==> config.mk <==
export PLATFORM = sky130hd
export DESIGN_NAME = pmod_als_spi_emulator
export DESIGN_NICKNAME = d
export VERILOG_FILES = /design/src/rtl/pmod_als_spi_emulator.sv
export SDC_FILE = /design/constraint.sdc
export NUM_CORES = 1
export LEC_CHECK = 0
export BUFFER_PORTS_ARGS = -buffer_cell sky130_fd_sc_hd__buf_2
export CAP_MARGIN = 10
export CORE_MARGIN = 1
export CORE_UTILIZATION = 50
export CTS_CLUSTER_SIZE = 20
export DETAILED_ROUTE_END_ITERATION = 16
export PLACE_DENSITY = 0.79
export SLEW_MARGIN = 5
export SYNTH_ARGS = -nofsm -noshare
export SYNTH_HDL_FRONTEND = slang
export SYNTH_SLANG_ARGS = --single-unit
==> constraint.sdc <==
create_clock -name clock -period 1.5 [get_ports clock]
set_input_delay 0 -clock clock [delete_from_list [all_inputs] [get_ports clock]]
set_output_delay 0 -clock clock [all_outputs]
set_load 0.01 [all_outputs]
==> src/rtl/pmod_als_spi_emulator.sv <==
// Pmod ALS (ADC081S021-style) SPI slave emulator.
// Oversamples the master's cs/sck on the system clock and shifts out a
// framed light sample: leading zeros, sample MSB first, trailing zeros.
module pmod_als_spi_emulator #(
  parameter int DATA_WIDTH = 8,
  parameter int LEAD_ZEROS = 3,
  parameter int FRAME_LEN  = 16
) (
  input  logic                  clock,
  input  logic                  reset,
  input  logic                  cs,
  input  logic                  sck,
  output logic                  sdo,
  output logic                  sdo_oe,
  input  logic [DATA_WIDTH-1:0] data,
  input  logic                  data_valid,
  output logic                  busy,
  output logic                  frame_done,
  output logic                  frame_abort
);

  localparam int TRAIL = FRAME_LEN - LEAD_ZEROS - DATA_WIDTH;
  localparam int CW    = $clog2(FRAME_LEN + 1);
  localparam logic [CW-1:0] CNT_FULL = CW'(FRAME_LEN);

  typedef enum logic [1:0] {IDLE, SHIFT, DONE} state_t;

  logic cs_m_q, cs_s_q, cs_h_q;
  logic sck_m_q, sck_s_q, sck_h_q;
  logic [1:0] settle_q;
  logic arm_q;
  logic [DATA_WIDTH-1:0] hold_q;
  logic [FRAME_LEN-1:0] shreg_q, shreg_d;
  logic [CW-1:0] cnt_q, cnt_d;
  state_t state_q, state_d;
  logic done_q, done_d, abort_q, abort_d;

  logic cs_fall, cs_rise, sck_fall;
  logic [DATA_WIDTH-1:0] load_src;
  logic [FRAME_LEN-1:0] frame_word;
  logic [CW-1:0] cnt_inc;

  // Two-flop synchronizers plus a history flop for edge detection, idle-high.
  always_ff @(posedge clock) begin
    if (reset) begin
      cs_m_q  <= 1'b1;
      cs_s_q  <= 1'b1;
      cs_h_q  <= 1'b1;
      sck_m_q <= 1'b1;
      sck_s_q <= 1'b1;
      sck_h_q <= 1'b1;
    end else begin
      cs_m_q  <= cs;
      cs_s_q  <= cs_m_q;
      cs_h_q  <= cs_s_q;
      sck_m_q <= sck;
      sck_s_q <= sck_m_q;
      sck_h_q <= sck_s_q;
    end
  end

  // Arms cs-fall detection only once the synchronizer reflects the pin and cs
  // is seen high, so a cs held low across reset never restarts a frame.
  always_ff @(posedge clock) begin
    if (reset) begin
      settle_q <= '0;
      arm_q    <= 1'b0;
    end else begin
      settle_q <= {settle_q[0], 1'b1};
      if (settle_q[1] && cs_s_q) arm_q <= 1'b1;
    end
  end

  assign cs_fall  = arm_q & cs_h_q & ~cs_s_q;
  assign cs_rise  = ~cs_h_q & cs_s_q;
  assign sck_fall = sck_h_q & ~sck_s_q;

  // Holding register written by local logic at any time.
  always_ff @(posedge clock) begin
    if (reset) hold_q <= '0;
    else if (data_valid) hold_q <= data;
  end

  // A write coinciding with the frame start is bypassed into the load.
  always_comb begin
    load_src   = data_valid ? data : hold_q;
    frame_word = FRAME_LEN'(load_src) << TRAIL;
    cnt_inc    = cnt_q + CW'(1);
  end

  // Frame state, shift register, bit counter and exit pulses.
  always_ff @(posedge clock) begin
    if (reset) begin
      state_q <= IDLE;
      shreg_q <= '0;
      cnt_q   <= '0;
      done_q  <= 1'b0;
      abort_q <= 1'b0;
    end else begin
      state_q <= state_d;
      shreg_q <= shreg_d;
      cnt_q   <= cnt_d;
      done_q  <= done_d;
      abort_q <= abort_d;
    end
  end

  // Next-state logic; a cs rise takes priority over a same-cycle sck fall.
  always_comb begin
    state_d = state_q;
    shreg_d = shreg_q;
    cnt_d   = cnt_q;
    done_d  = 1'b0;
    abort_d = 1'b0;
    case (state_q)
      IDLE: begin
        if (cs_fall) begin
          shreg_d = frame_word;
          cnt_d   = '0;
          state_d = SHIFT;
        end
      end
      SHIFT: begin
        if (cs_rise) begin
          state_d = IDLE;
          done_d  = (cnt_q == CNT_FULL);
          abort_d = (cnt_q != CNT_FULL);
        end else if (sck_fall) begin
          shreg_d = shreg_q << 1;
          cnt_d   = cnt_inc;
          if (cnt_inc == CNT_FULL) state_d = DONE;
        end
      end
      DONE: begin
        if (cs_rise) begin
          state_d = IDLE;
          done_d  = (cnt_q == CNT_FULL);
          abort_d = (cnt_q != CNT_FULL);
        end
      end
      default: state_d = IDLE;
    endcase
  end

  assign sdo         = (state_q == SHIFT) & shreg_q[FRAME_LEN-1];
  assign sdo_oe      = (state_q != IDLE);
  assign busy        = (state_q != IDLE);
  assign frame_done  = done_q;
  assign frame_abort = abort_q;

endmodule

**Yosys cells after proc, flatten, opt, wreduce, memory -nomap -nowiden**

Cells that the tools add are included.

- Add/sub/neg operators: 1
- Reduce and logical (&&, ||, !) cells: 8
- Bitwise operators: 10
- Muxes and demuxes: 16
- Eq/ne operators: 11

Operators with widths:

| kind | number |
|---|---|
| $mux 16 | 3 |
| $pmux 16 s2 | 1 |
| $mux 5 | 3 |
| $eq 5x5->1 const B | 2 |
| $mux 2 | 5 |
| $pmux 5 s2 | 1 |
| $mux 8 | 1 |
| $ne 2x2->1 const B | 4 |
| $reduce_and 4->1 | 2 |
| $ne 3x3->1 const B | 2 |
| $pmux 2 s3 | 1 |
| $add 5x1->5 const B | 1 |
| $and 1x1->1 | 5 |
| $ne 5x5->1 const B | 1 |
| $not 1->1 | 5 |
| $reduce_bool 2->1 | 2 |
| $reduce_or 3->1 | 1 |
| $eq 2x1->1 const B | 1 |
| $eq 2x2->1 const B | 1 |
| $logic_not 2->1 | 1 |
| $reduce_or 2->1 | 1 |
| $logic_and 1x1->1 | 1 |
| $mux 1 | 1 |

- Output and inout port bits: 5
- Register bits: 42
- Input bits: 13
- Word-level logic and storage cells: 61

**Logic depth before layout (Yosys ltp)**

- Depth in word-level cells: 6
- Mapped depth: 8
- Depth with buffers taken out: 7

**Worst setup path before layout**

OpenSTA, ideal clock, no wires.

- Path kind: reg2reg
- From: register state_q[0]
- To: register shreg_q[10]
- Clock period less this slack: 1.650 ns
- Buffers on the path: 1
- Cell stages (with the launch flop): 9
- Library setup time: 0.115 ns
- Path slack: -0.150 ns
- Data required time: 1.385 ns
- Data arrival time: 1.534 ns
- Cells stage by stage: dfxtp_1 > inv_1 > ha_1 > inv_1 > a211oi_2 > o21bai_2 > buf_6 > and4_4 > a31o_1

- Word-level cells in the longest chain between the ends: 3
- Elaborated cells on any way between the ends: 8
- Those cells by class: eq/ne (4); mux (1); reduce/logical (3)

Ends and longest elaborated chain:

| element | line | text |
|---|---|---|
| from (decl) | 35 | `state_t state_q, state_d;` |
| from (signal assigned) | 100 | `state_q <= state_d;` |
| $eq 2x1->1 / $logic_not 2->1 (equally long branches) | 115 | `case (state_q)` |
| $ne 2x2->1 (no source line) / $reduce_bool 2->1 (equally long branches) | - |  |
| $reduce_and 4->1 (no source line) | - |  |
| to (signal assigned) | 101 | `shreg_q <= shreg_d;` |
| to (decl) | 33 | `logic [FRAME_LEN-1:0] shreg_q, shreg_d;` |

Several ways; a longest one is shown, not always the timed one.
A chain may end at the register's enable or synchronous reset.

**Worst setup path in the final report**

- From: register state_q[0]
- To: register shreg_q[6]

The elaborated chain is that of the path after synthesis.

==> qor.csv <==
stage;metric;value;unit
run_status;status;finished with violations;
run_status;failing checks;setup timing;
synthesis;Seq/Total Area, Yosys;45.0;%
setup_path;Worst Setup Path Type;reg -> reg;
setup_path;WP depth;7;
synthesis;Ys Warns;0;
clock_network;H-tree Lvls;2;
timing;f_max;624;MHz
drt;drt total wl;3.98;mm
hold_path;worst min path class;in -> reg;
synthesis;Gate Count Post-Synth;176;
timing;Slew Limit Fails;0;
synthesis;post-synth cell types;44;
drt;DR iter-0 viols;73;
floorplanning;Die W;59.4;um
timing;unrepaired setup endpoints after global routing;true;
job;max-cap viol count;0;
floorplanning;core area;0.00308;mm2
power_and_ir_drop;leakage power;0.847;nW
power_and_ir_drop;P per Cell Area;863;mW/mm2
setup_path;crit path capture type;flop;
cells_and_area;Core Util, Final;70.6;%
synthesis;Async S/R FF share, synth;0;%
clock_network;clk slew on worst S/H paths;110;ps
drt;First-pass DRT Iterations;4;
drt;DRC Markers;0;
timing;Slew headroom;69.2;%
synthesis;Synth Flop Type;dfxtp_1;
timing;worst-case clock skew;3.62;ps
global_routing;vias in the first global route;1464;
cells_and_area;Cell Count, Final, Fillers Out;262;
setup_path;CP max stage delay;390;ps
global_routing;grt total ovfl;0;
clock_network;Root Buffer;clkbuf_4;
clock_network;Max Root-Sink Buffers;2;
drt;Final ANT Viol Nets;0;
timing;worst slew pin tran;462;ps
floorplanning;FP Rows;20;
clock_network;TritonCTS clock tree;built;
clock_network;Clock Latency Late Sink;340;ps
floorplanning;Die Span Y;59.4;um
clock_network;Clock Sinks;37;
setup_path;crit path buf inv count;2;
synthesis;syn_nets;194;
setup_path;Critical Path, Cell by Cell;inv_4, ha_4, nor3_4, buf_6, o21bai_4, and4_1, a31o_1;
placement;Inst Count DP;236;
synthesis;Yosys reg bits;37;
synthesis;Mapped Area;0.00165;mm2
timing;fin crit period;1600;ps
placement;DP Wirelength;2.31;mm
setup_path;CP max-delay cell;dfxtp_4;
cells_and_area;ANT cells;0;
clock_network;CTS Buf Count;5;
floorplanning;initial core utilization;53.5;%
drt;detailed-route wire length per cell;15.2;um
cells_and_area;P&R area growth vs syn;31.8;%
setup_path;CP delay by family, top;simple AND/OR/NAND/NOR gates;
setup_path;WP data required;1750;ps
cells_and_area;layout cells sized above 1;38.1;%
placement;I/O Buffers;17;
floorplanning;I/O pin cnt;18;
timing;setup violation total in the final timing report;17;
cells_and_area;leading cell type in the layout, fill and taps excluded;dfxtp_1;
timing;Fin. Hold Viols;0;
floorplanning;Die Area;0.00353;mm2
placement;post-placement cell area;0.00183;mm2
cells_and_area;most frequent cells in the layout;dfxtp_1, buf_2, buf_4;
global_routing;largest net degree at the start of global routing;27;
setup_path;CP arrival;1850;ps
setup_path;CP max FO;5;
setup_path;reg2reg path depth;7;
timing;Final period util;107;%
cells_and_area;fin nets;235;
setup_path;startpoint types;flop;
drt;DR vias;1466;
synthesis;Post-synth EDFFs;0;
hold_path;Hold Crit Depth;3;
cells_and_area;Final Cell Area;0.00217;mm2
global_routing;Total GRT Usage;25.5;%
power_and_ir_drop;VDD IR max;0.710;mV
global_routing;first-pass GRT wire length;6.57;mm
timing;setup TNS;-866;ps
placement;Final Wtd Congestion;0.859;
timing;Final WS setup;-103;ps
synthesis;Post-Syn Area per Cell;9.36;um2
drt;vias per inst;5.60;
global_routing;initial antenna violation count;0;
## registers in the layout, summed over array words and instances, names as in the netlist, 2 cells and up
signal and count:
shreg_q 11, hold_q 8, cnt_q 5, settle_q 2
state_q 2
## area by class of cell
cell class,instances,area [um2]
multi-input combinational,123,966
clock buffer,6,41.3
sequential,37,749
inverter,7,36.3
fill,223,906
timing repair buffer,43,314
tap,44,55.1
clock inverter,2,10.0
## metrics by stage
stage,worst slack (ps),power [mW],hold WS (ps)
after floorplan,-19.3,1.24,104
after global placement,-28.2,1.31,185
after detailed placement,-91.4,1.32,189
after CTS,-45.7,1.86,15.0
after global routing,-146,1.97,7.04
final,-103,1.87,26.6
## worst min-delay path, cell delays in order
cell,delay [ps]
buf_2,70
mux2_2,150
and2_1,120
## synthesized netlist by cell type, drive strengths merged, types with 2 or more instances
cell	instances	area, um2
mux2i	7	70.1
o211ai	3	22.5
dfxtp	37	741
and2	3	18.8
a31oi	3	18.8
buf	6	45.0
o21ai	9	45.0
and4	7	66.3
ha	5	62.6
nand3	9	45.0
nand2b	4	32.5
inv	7	26.3
nor3	5	41.3
a21oi	11	55.1
nand2	12	47.6
or2	7	43.8
a211oi	2	20.0
a31o	7	61.3
nor2	12	45.0
nor2b	2	12.5
clkbuf	5	18.8
## report_power, final
group	internal (mW)	switching, mW	leakage (nW)
Combinational	0.159	0.181	0.512
Clock	0.179	0.323	0.0320
Sequential	1.01	0.0196	0.303
## repair_timing
item                                   in CTS  in global routing
resized for setup                          21                  9
gates cloned                                2                  0
buffers inserted                            6                  1
pin swaps                                  18                 10
hold buffers                                9                  0
endpoints found under the hold margin       9                  0
setup endpoints to repair                  16                 19
## cell families after synthesis
family	share of synthesized area [%]
multiplexers	4.94
flip-flops	45.0
AND/OR/NAND/NOR	22.6
buffers and inverters	5.47
adder cells (fa/ha/maj)	3.80
AO/OA/AOI/OAI	17.2
XOR/XNOR	1.06
## routing by layer
layer / part of all wire (%) / vias to the layer above / track usage [%]
met4: 3.4 / 0 / 16.0
met2: 51 / 63 / 42.9
met5: 0 / - / 0
li1: - / 712 / -
met1: 40 / 675 / 27.4
met3: 6.1 / 16 / 8.52
## final timing paths
| kind | start | end | slack [ps] |
|---|---|---|---|
| max | state_q[0]$_SDFFE_PP0P_ | shreg_q[6]$_SDFFE_PP0P_ | -100 |
| min | data[7] | hold_q[7]$_SDFF_PP0_ | 30 |
| min reg2reg | sck_m_q$_SDFF_PP1_ | sck_s_q$_SDFF_PP1_ | 430 |
| max reg2reg | state_q[0]$_SDFFE_PP0P_ | shreg_q[6]$_SDFFE_PP0P_ | -100 |
Power figures use the tool's default switching activity.
